==> config.mk <==
export PLATFORM = sky130hd
export DESIGN_NAME = pixel_rx_sink
export DESIGN_NICKNAME = d
export VERILOG_FILES = /design/src/rtl/pixel_pkg.sv /design/src/rtl/sync_fifo.sv /design/src/rtl/pixel_rx_sink.sv
export SDC_FILE = /design/constraint.sdc
export NUM_CORES = 1
export LEC_CHECK = 0
export ABC_AREA = 1
export BUFFER_PORTS_ARGS = -buffer_cell sky130_fd_sc_hd__buf_4
export CORE_ASPECT_RATIO = 1.1
export CORE_MARGIN = 3
export CORE_UTILIZATION = 62
export DETAILED_ROUTE_END_ITERATION = 8
export PLACE_DENSITY = 0.8
export SETUP_SLACK_MARGIN = 0.15
export SKIP_CTS_REPAIR_TIMING = 1
export SLEW_MARGIN = 30
export SYNTH_ARGS = -nofsm -noshare
export SYNTH_HDL_FRONTEND = slang
export SYNTH_SLANG_ARGS = --single-unit
==> constraint.sdc <==
create_clock -name clk -period 2.6 [get_ports clk]
set_clock_uncertainty 0.15 [all_clocks]
set_input_delay 0 -clock clk [delete_from_list [all_inputs] [get_ports clk]]
set_output_delay 0 -clock clk [all_outputs]
set_load 0.02 [all_outputs]
==> src/rtl/pixel_pkg.sv <==
// Shared types and constants for the pixel receive path.
package pixel_pkg;

    localparam int unsigned IMG_W     = 1024;
    localparam int unsigned IMG_H     = 1024;
    localparam int unsigned H_MINUS_1 = IMG_H - 1;
    localparam int unsigned COORD_W   = 10;
    localparam int unsigned PIX_W     = 8;

    // One buffered pixel with its raster position tags.
    typedef struct packed {
        logic             eof;
        logic             eol;
        logic             sol;
        logic [PIX_W-1:0] data;
    } tagged_pix_t;

    typedef enum logic [2:0] {
        IDLE,
        WAIT_SOL,
        CAPTURE,
        DRAIN,
        DONE
    } cap_state_t;

endpackage

==> src/rtl/sync_fifo.sv <==
// Synchronous FIFO with a registered head-of-queue output.
// The output register always holds the oldest entry, so the first word
// appears one cycle after it is written into an empty FIFO.
module sync_fifo #(
    parameter int unsigned WIDTH = 11,
    parameter int unsigned DEPTH = 16
) (
    input  logic                     clk,
    input  logic                     rst,
    input  logic                     wr_en,
    input  logic [WIDTH-1:0]         wr_data,
    input  logic                     rd_en,
    output logic [WIDTH-1:0]         rd_data,
    output logic                     full,
    output logic                     empty,
    output logic [$clog2(DEPTH):0]   count
);

    localparam int unsigned AW = $clog2(DEPTH);
    localparam int unsigned CW = AW + 1;
    localparam logic [CW-1:0] CNT_FULL = CW'(DEPTH);

    logic [WIDTH-1:0] mem_q [DEPTH];
    logic [AW-1:0]    wr_ptr_q, wr_ptr_d;
    logic [AW-1:0]    rd_ptr_q, rd_ptr_d;
    logic [CW-1:0]    count_q, count_d;
    logic [CW-1:0]    remain;
    logic [WIDTH-1:0] data_q, data_d;
    logic             empty_q, empty_d;
    logic             push, pop;

    // Push/pop qualification, pointer/count update and next head value.
    always_comb begin
        full     = (count_q == CNT_FULL);
        pop      = rd_en & ~empty_q;
        push     = wr_en & (~full | pop);
        rd_ptr_d = rd_ptr_q + AW'(pop);
        wr_ptr_d = wr_ptr_q + AW'(push);
        count_d  = count_q + CW'(push) - CW'(pop);
        remain   = count_q - CW'(pop);
        empty_d  = (count_d == '0);
        // When nothing older survives the pop, the incoming word becomes the
        // head directly; otherwise the next head is already in the array.
        if (remain == '0) begin
            data_d = push ? wr_data : data_q;
        end else begin
            data_d = mem_q[rd_ptr_d];
        end
    end

    // Control and output registers.
    always_ff @(posedge clk) begin
        if (rst) begin
            wr_ptr_q <= '0;
            rd_ptr_q <= '0;
            count_q  <= '0;
            data_q   <= '0;
            empty_q  <= 1'b1;
        end else begin
            wr_ptr_q <= wr_ptr_d;
            rd_ptr_q <= rd_ptr_d;
            count_q  <= count_d;
            data_q   <= data_d;
            empty_q  <= empty_d;
        end
    end

    // Storage array write port.
    always_ff @(posedge clk) begin
        if (push) begin
            mem_q[wr_ptr_q] <= wr_data;
        end
    end

    assign rd_data = data_q;
    assign empty   = empty_q;
    assign count   = count_q;

endmodule

==> src/rtl/pixel_rx_sink.sv <==
// Capture of a free-running raster pixel stream: geometry check, SOL/EOL/EOF
// tagging and buffering onto a valid/ready output stream.
module pixel_rx_sink #(
    parameter int unsigned IMG_W      = pixel_pkg::IMG_W,
    parameter int unsigned IMG_H      = pixel_pkg::IMG_H,
    parameter int unsigned FIFO_DEPTH = 16
) (
    input  logic       clk,
    input  logic       rst,
    input  logic       cap_en,
    input  logic [7:0] pix_in,
    input  logic       sol_in,
    input  logic       done_in,
    output logic [7:0] m_data,
    output logic       m_valid,
    input  logic       m_ready,
    output logic       m_sol,
    output logic       m_eol,
    output logic       m_eof,
    output logic [9:0] line_cnt,
    output logic       overflow,
    output logic       len_err,
    output logic       frame_ok
);

    import pixel_pkg::*;

    localparam int unsigned COL_W = (IMG_W > 1) ? $clog2(IMG_W) : 1;
    localparam int unsigned ROW_W = (IMG_H > 1) ? $clog2(IMG_H) : 1;
    localparam int unsigned CNT_W = $clog2(FIFO_DEPTH) + 1;
    localparam logic [COL_W-1:0] COL_LAST = COL_W'(IMG_W - 1);
    localparam logic [ROW_W-1:0] ROW_LAST = ROW_W'(IMG_H - 1);
    // A 1024-line frame does not fit the 10-bit counter; clamp to its maximum.
    localparam int unsigned LINE_SAT = (IMG_H < (1 << COORD_W)) ? IMG_H : (1 << COORD_W) - 1;
    localparam logic [COORD_W-1:0] LINE_MAX = COORD_W'(LINE_SAT);

    cap_state_t         state_q, state_d;
    logic [COL_W-1:0]   col_q, col_d;
    logic [ROW_W-1:0]   row_q, row_d;
    logic [COORD_W-1:0] line_cnt_q, line_cnt_d;
    logic               overflow_q, overflow_d;
    logic               len_err_q, len_err_d;
    logic               frame_ok_q, frame_ok_d;

    logic               capture;
    logic               tag_sol, tag_eol, tag_eof;
    logic               pop;
    logic               fifo_full, fifo_empty;
    logic [CNT_W-1:0]   fifo_count;
    tagged_pix_t        wr_pix, rd_pix;

    // Next-state, raster counters, tagging and geometry/overflow flags.
    always_comb begin
        state_d    = state_q;
        col_d      = col_q;
        row_d      = row_q;
        line_cnt_d = line_cnt_q;
        overflow_d = overflow_q;
        len_err_d  = len_err_q;
        frame_ok_d = frame_ok_q;
        capture    = 1'b0;

        pop     = ~fifo_empty & m_ready;
        tag_sol = (col_q == '0);
        tag_eol = (col_q == COL_LAST);
        tag_eof = tag_eol & (row_q == ROW_LAST);

        wr_pix.eof  = tag_eof;
        wr_pix.eol  = tag_eol;
        wr_pix.sol  = tag_sol;
        wr_pix.data = pix_in;

        case (state_q)
            IDLE, DONE: begin
                if (cap_en) begin
                    state_d    = WAIT_SOL;
                    col_d      = '0;
                    row_d      = '0;
                    line_cnt_d = '0;
                    overflow_d = 1'b0;
                    len_err_d  = 1'b0;
                    frame_ok_d = 1'b0;
                end else begin
                    state_d = IDLE;
                end
            end
            WAIT_SOL: begin
                capture = sol_in;
            end
            CAPTURE: begin
                capture = 1'b1;
            end
            DRAIN: begin
                if (fifo_count == '0) begin
                    state_d    = DONE;
                    frame_ok_d = ~overflow_q & ~len_err_q;
                end
            end
            default: begin
                state_d = IDLE;
            end
        endcase

        if (capture) begin
            if (sol_in != tag_sol) begin
                len_err_d = 1'b1;
            end
            if (done_in != tag_eof) begin
                len_err_d = 1'b1;
            end
            if (fifo_full && !pop) begin
                overflow_d = 1'b1;
            end
            if (tag_eol) begin
                col_d = '0;
                row_d = tag_eof ? '0 : row_q + ROW_W'(1);
                if (line_cnt_q != LINE_MAX) begin
                    line_cnt_d = line_cnt_q + COORD_W'(1);
                end
            end else begin
                col_d = col_q + COL_W'(1);
            end
            state_d = tag_eof ? DRAIN : CAPTURE;
        end
    end

    // State, counter and status registers.
    always_ff @(posedge clk) begin
        if (rst) begin
            state_q    <= IDLE;
            col_q      <= '0;
            row_q      <= '0;
            line_cnt_q <= '0;
            overflow_q <= 1'b0;
            len_err_q  <= 1'b0;
            frame_ok_q <= 1'b0;
        end else begin
            state_q    <= state_d;
            col_q      <= col_d;
            row_q      <= row_d;
            line_cnt_q <= line_cnt_d;
            overflow_q <= overflow_d;
            len_err_q  <= len_err_d;
            frame_ok_q <= frame_ok_d;
        end
    end

    sync_fifo #(
        .WIDTH ($bits(tagged_pix_t)),
        .DEPTH (FIFO_DEPTH)
    ) u_fifo (
        .clk     (clk),
        .rst     (rst),
        .wr_en   (capture),
        .wr_data (wr_pix),
        .rd_en   (m_ready),
        .rd_data (rd_pix),
        .full    (fifo_full),
        .empty   (fifo_empty),
        .count   (fifo_count)
    );

    assign m_data   = rd_pix.data;
    assign m_sol    = rd_pix.sol;
    assign m_eol    = rd_pix.eol;
    assign m_eof    = rd_pix.eof;
    assign m_valid  = ~fifo_empty;
    assign line_cnt = line_cnt_q;
    assign overflow = overflow_q;
    assign len_err  = len_err_q;
    assign frame_ok = frame_ok_q;

endmodule

==> run metrics, run 1 <==
outcome=finished, final reports clean; post-synth top area cell=edfxtp_1; Hold Path End=overflow; FF-to-FF path depth=10; Pwr Density=896 nW/µm²; clock latency on the worst-skew pair=0.50 ns; Hold/Removal Path Class=in2reg; unrepaired setup endpoints after global routing=yes; Slew Limit Fails=0; Routed Antenna Nets=0; crit path launch type=flip-flop; fin crit share=91.0%; FF-to-FF Start=u_fifo.count[4]; die height=145 µm; CTS max path bufs=3; DRT Pass-1 Iters=5; CP max-delay cell=dfxtp_1; initial antenna violation count=0; Yosys reg bits=237; root buf cell=clkbuf_16; area of the core=17100 µm²; CTS tree=built; crit path cell chain=o21ai_0 > nor2_4 > nor2_4 > ha_1 > fa_2 > a21oi_1 > o21bai_1 > xor2_1 > nor2_1 > nor3_1; HP Start=m_ready; Leak=5.14 nW; setup TNS=0 ns; vias in the first global route=7970; I/O Pins=39; DP HPWL=15700 µm; routed len/inst=16.5 µm; placed cell areas=11500 µm²; top cell type's share of synthesized area=48.8%; top cells by area, synth=edfxtp_1 (49%), nand2_1 (12%), dfxtp_1 (11%); RD Place Congestion=0.913; fin area=12500 µm²; initial DRC count=859; number of diodes=0; Critical Path RT=2.86 ns; Tightest Pin Transition=0.555 ns; nets@finish=1293; DRT Wirelength=24900 µm; GRT overflow=0; Fmax=0.423 GHz; Final Hold Fails=0; synth warn=0; vias post-DR=8257; largest net degree at the start of global routing=55; reg2reg end=u_fifo.empty; Starting Density=63.4%; max incr delay on CP=0.42 ns; CTS Sinks=237; syn_area_per_cell=9.09 µm²; flop2flop setup slack=0.24 ns; fin crit period=2.36 ns; WS Path Type=reg2reg; delay-heaviest family, CP=adder cells; maximum vdd ir drop=723 µV; Crit path top cell by count=nor2_4; P&R area growth vs syn=15.2%; Core Rows=50; largest fanout on the critical path=4; Slew HR=62.9%; Die W=132 µm; Netlist cell types=40; # fillers=1156; die area=19100 µm²; Max Cap Viol=0; Synth Cell Area=10800 µm²; Data arrival, critical path=2.63 ns; Post-Syn Instances=1191; number of CTS-inserted buffers=23; Worst-path clk slew=0.06 ns; layout cells sized above 1=11.0%; net count after synthesis=1223; Final setup viols=0; first-pass GRT wire length=39500 µm; Worst Setup End Kind=flip-flop; DRC violations left=0; CP Buf/Inv Count=0; IO Port Bufs=38; H-tree levels=1; total track usage=25.7%; sequential area share after synthesis=60.1%; WHS Path Cells=6; vias per cell=5.47
cell usage after synthesis:
cell,n
nand3_1,154
nand2_1,357
buf_4,2
nor2_2,2
nand3_2,1
o21bai_1,1
o22ai_2,1
nand2_2,2
buf_6,1
xor2_1,7
nor2_8,1
o31ai_1,1
or3_1,1
buf_1,2
ha_1,17
o21ai_0,30
a211oi_1,2
o21a_1,1
a21oi_1,46
dfxtp_1,61
nor2_1,108
or2_2,1
and3_1,1
nor3_1,10
clkbuf_1,29
nand2_4,1
xnor2_1,5
nand3b_1,4
nand4_1,10
inv_1,131
nand4_4,1
and2_1,1
fa_1,1
clkinv_4,1
edfxtp_1,176
o211ai_1,1
inv_2,2
nor2_4,3
buf_2,14
nor2b_4,1
stage by stage:
stage / hold WS, ns / std cells / power, mW / setup WS, ns / util (%)
6_report: 0.140 / 1509 / 11.2 / 0.235 / 73.0
5_1_grt: 0.155 / 1509 / 11.8 / 0.118 / 73.0
3_3_place_gp: 0.174 / 1455 / 7.75 / 0.181 / 67.6
3_5_place_dp: 0.179 / 1455 / 7.86 / 0.0624 / 67.6
2_1_floorplan: -0.0511 / 1191 / 6.82 / 0.182 / -
4_1_cts: -0.339 / 1494 / 11.0 / 0.0272 / 71.7
worst reg2reg max path: stages (launching register included):
cell and delay (ns):
dfxtp_1 0.42, o21ai_0 0.23, nor2_4 0.20, nor2_4 0.06, ha_1 0.21, fa_2 0.36
a21oi_1 0.17, o21bai_1 0.09, xor2_1 0.15, nor2_1 0.07, nor3_1 0.19
worst max-delay path by stage:
stage,to,slack (ns),start,depth (start not counted)
4_1_cts,u_fifo.empty,0.03,u_fifo.count[3],12
5_1_grt,u_fifo.empty,0.12,u_fifo.count[3],12
3_3_place_gp,u_fifo.empty,0.18,u_fifo.count[3],12
2_1_floorplan,u_fifo.empty,0.18,u_fifo.count[2],12
3_5_place_dp,u_fifo.empty,0.06,u_fifo.count[3],12
6_report,u_fifo.empty,0.24,u_fifo.count[4],10
final cells by class:
| class | count | area [µm²] | area share (%) |
|---|---|---|---|
| flip-flops and latches | 237 | 6510 | 52.2 |
| repair buffers | 93 | 788 | 6.33 |
| clock inverters | 9 | 91.3 | 0.733 |
| multi-input cells | 772 | 3660 | 29.4 |
| inverters | 134 | 508 | 4.08 |
| clock buffers | 30 | 612 | 4.91 |
| well taps | 234 | 293 | 2.35 |
metal layers:
layer / global-route usage (%) / vias up / share of wire, %
li1: - / 4034 / -
met1: 33.2 / 3857 / 41
met2: 45.4 / 302 / 50
met3: 2.85 / 64 / 6.1
met4: 9.84 / 0 / 3.4
met5: 0 / - / 0
flip-flops by register name (all words and copies together), names as in the netlist, 4 cells and up:
register,cells
u_fifo.mem_q,176
u_fifo.rd_data,11
col_q,10
line_cnt,10
row_q,10
u_fifo.count,5
u_fifo.rd_ptr_q,4
u_fifo.wr_ptr_q,4
layout by cell type, fill, tap and decap left out, types with 6 or more instances in the layout:
cell / n
nand2_1: 357
edfxtp_1: 176
nand3_1: 153
inv_1: 129
nor2_1: 105
buf_4: 74
dfxtp_1: 60
a21oi_1: 46
o21ai_0: 30
clkbuf_16: 23
ha_1: 14
dlygate4sd3_1: 13
nand4_1: 10
nor3_1: 10
xor2_1: 6
clkbuf_1: 6
power breakdown:
part | switching (mW) | total [mW] | internal [mW]
Clock | 1.33 | 3.17 | 1.84
Combinational | 2.33 | 3.61 | 1.28
Sequential | 0.137 | 4.38 | 4.24
Total | 3.80 | 11.2 | 7.36
kinds of logic after synthesis:
| logic type | after synthesis | synth area share [%] |
|---|---|---|
| AND/OR/NAND/NOR | 659 | 26.0 |
| flip-flops | 237 | 60.1 |
| buffers and inverters | 182 | 6.66 |
| AO/OA/AOI/OAI | 83 | 4.05 |
| adder cells (fa/ha/maj) | 18 | 2.15 |
| XOR/XNOR | 12 | 0.971 |
Note: power is estimated with default switching activity, not from simulation.
==> run 2: changes to the inputs <==
--- a/config.mk
+++ b/config.mk
@@ -12,6 +12,7 @@
 export CORE_UTILIZATION = 62
 export DETAILED_ROUTE_END_ITERATION = 8
 export PLACE_DENSITY = 0.8
+export RECOVER_POWER = 50
 export SETUP_SLACK_MARGIN = 0.15
 export SKIP_CTS_REPAIR_TIMING = 1
 export SLEW_MARGIN = 30
==> run 2 against run 1 <==
Global-route usage stayed put. Hold slack worse by 0.020 ns. Sequential power about the same. Critical path depth stayed put. Setup slack gained 0.028 ns. Die area unchanged. Largest cell class unchanged.
==> run metrics, run 2 (synthesized netlist as in run 1, its figures left out) <==
vias in the first global route=7970 (unchanged); total track usage=25.7% (unchanged); vias post-DR=8246 (-0.13%); Worst Setup End Kind=flip-flop; Pwr Total=11.1 mW (-0.87%); number of diodes=0 (unchanged); max reg flops=176 (unchanged); Worst-path clk slew=0.06 ns (about the same); placed cells=1455 (unchanged); fin crit period=2.34 ns (-0.0284 ns); Pwr Density=900 nW/µm² (+0.49%); vias per cell=5.46 (-0.13%); CTS tree=built; CTS Sinks=237 (unchanged); die height=145 µm (unchanged); unrepaired setup endpoints after global routing=yes; Slew Limit Fails=0 (unchanged); Top reg by flops=u_fifo.mem_q; area of the core=17100 µm² (unchanged); DRT Wirelength=24800 µm (-0.39%); Data arrival, critical path=2.60 ns (-0.03 ns); Max Cap Viol=0 (unchanged); Tightest Pin Transition=0.910 ns (+0.354 ns); Crit path top cell by count=nor2_1; crit path launch type=flip-flop; fin crit share=89.9% (-1.1 points); Hold/Removal Path Class=in2reg; RD Place Congestion=0.913 (unchanged); die area=19100 µm² (unchanged); Routed Antenna Nets=0 (unchanged); crit path cell chain=o21ai_0 > nor2_4 > nor2_1 > ha_1 > fa_2 > a21oi_1 > o21bai_1 > xor2_1 > nor2_1 > nor3_1; outcome=finished, final reports clean; DRC violations left=0 (unchanged); Core Rows=50 (unchanged); commonest non-fill, non-tap cell in the layout=nand2_1; largest net degree at the start of global routing=55 (unchanged); initial DRC count=791 (-7.9%); Final WS setup=0.264 ns (+0.0284 ns); clock latency on the worst-skew pair=0.50 ns (about the same); routed len/inst=16.4 µm (-0.39%); largest fanout on the critical path=4 (unchanged); Slew HR=39.4% (-24 points); DP Worst Slack=0.0624 ns (unchanged); layout cells sized above 1=7.84% (-3.1 points); I/O Pins=39 (unchanged); initial antenna violation count=0 (unchanged); Critical Path RT=2.86 ns (about the same); CP max-delay cell=dfxtp_1; CP Buf/Inv Count=0 (unchanged); nets@finish=1293 (unchanged); P&R area growth vs syn=13.6%; CTS max path bufs=3 (unchanged); Leak=4.97 nW (-3.3%); Final Hold Fails=0 (unchanged); DP HPWL=15700 µm (unchanged); setup TNS=0 ns (unchanged); Die W=132 µm (unchanged); most frequent cells in the layout=nand2_1 (357), edfxtp_1 (176), nand3_1 (154); maximum vdd ir drop=722 µV (-0.17%); root buf cell=clkbuf_16; GRT overflow=0 (unchanged); final std cells w/o fill=1509 (unchanged); WS Path Type=reg2reg; hold_ws=0.120 ns (-0.0197 ns); H-tree levels=1 (unchanged); first-pass GRT wire length=39500 µm (unchanged); delay-heaviest family, CP=adder cells; IO Port Bufs=38 (unchanged); number of CTS-inserted buffers=23 (unchanged); max incr delay on CP=0.42 ns (about the same); Fmax=0.428 GHz (+1.2%); DRT Pass-1 Iters=5 (unchanged); Starting Density=63.4% (unchanged); Final setup viols=0 (unchanged)
## run 2: cell types whose count changed in the layout (fill, tap and decap cells not counted), sizes merged
cell	previous run	this run
buf	80	45
clkbuf	30	65
## run 2: final cells by class
| cell class | instances | area, µm² |
|---|---|---|
| clock buffer | 30 | 612 |
| clock inverter | 9 | 91.3 |
| fill | 1213 | 4790 |
| inverter | 134 | 508 |
| multi-input combinational | 772 | 3620 |
| sequential | 237 | 6510 |
| tap | 234 | 293 |
| timing repair buffer | 93 | 657 |
## run 2: power breakdown
group	internal (mW)	total, mW	switching (mW)
clock network	1.84	3.17	1.32
registers	4.24	4.37	0.134
logic	1.21	3.52	2.32
total	7.29	11.1	3.77
## run 2: worst reg2reg max path, delay by kind of cell (launching register included)
| kind | cells | cell delay (ns) |
|---|---|---|
| compound gates | 3 | 0.47 |
| xor+xnor | 1 | 0.15 |
| fa+ha+maj | 2 | 0.57 |
| flops | 1 | 0.42 |
| simple gates | 4 | 0.51 |
## run 2: final timing paths
kind / startpoint / to / slack, ns / depth (start not counted)
setup / recovery: u_fifo.count[4] / u_fifo.empty / 0.26 / 10
hold / removal: m_ready / overflow / 0.12 / 6
setup reg to reg: u_fifo.count[4] / u_fifo.empty / 0.26 / 10
hold reg to reg: u_fifo.rd_data[6] / u_fifo.rd_data[6] / 0.34 / 2
## run 2: layer usage
layer	part of all wire, %	vias to the layer above	GRT usage [%]
li1	-	4032	-
met1	40	3833	33.2
met2	50	325	45.4
met3	6.7	56	2.85
met4	3.2	0	9.84
met5	0	-	0
## run 2: metrics by stage
stage                     utilization [%]  area [µm²]
final                                72.0       12300
after detailed placement             67.6       11500
after CTS                            71.7       12200
after floorplan                         -       10800
after global routing                 72.0       12300
after global placement               67.6       11500
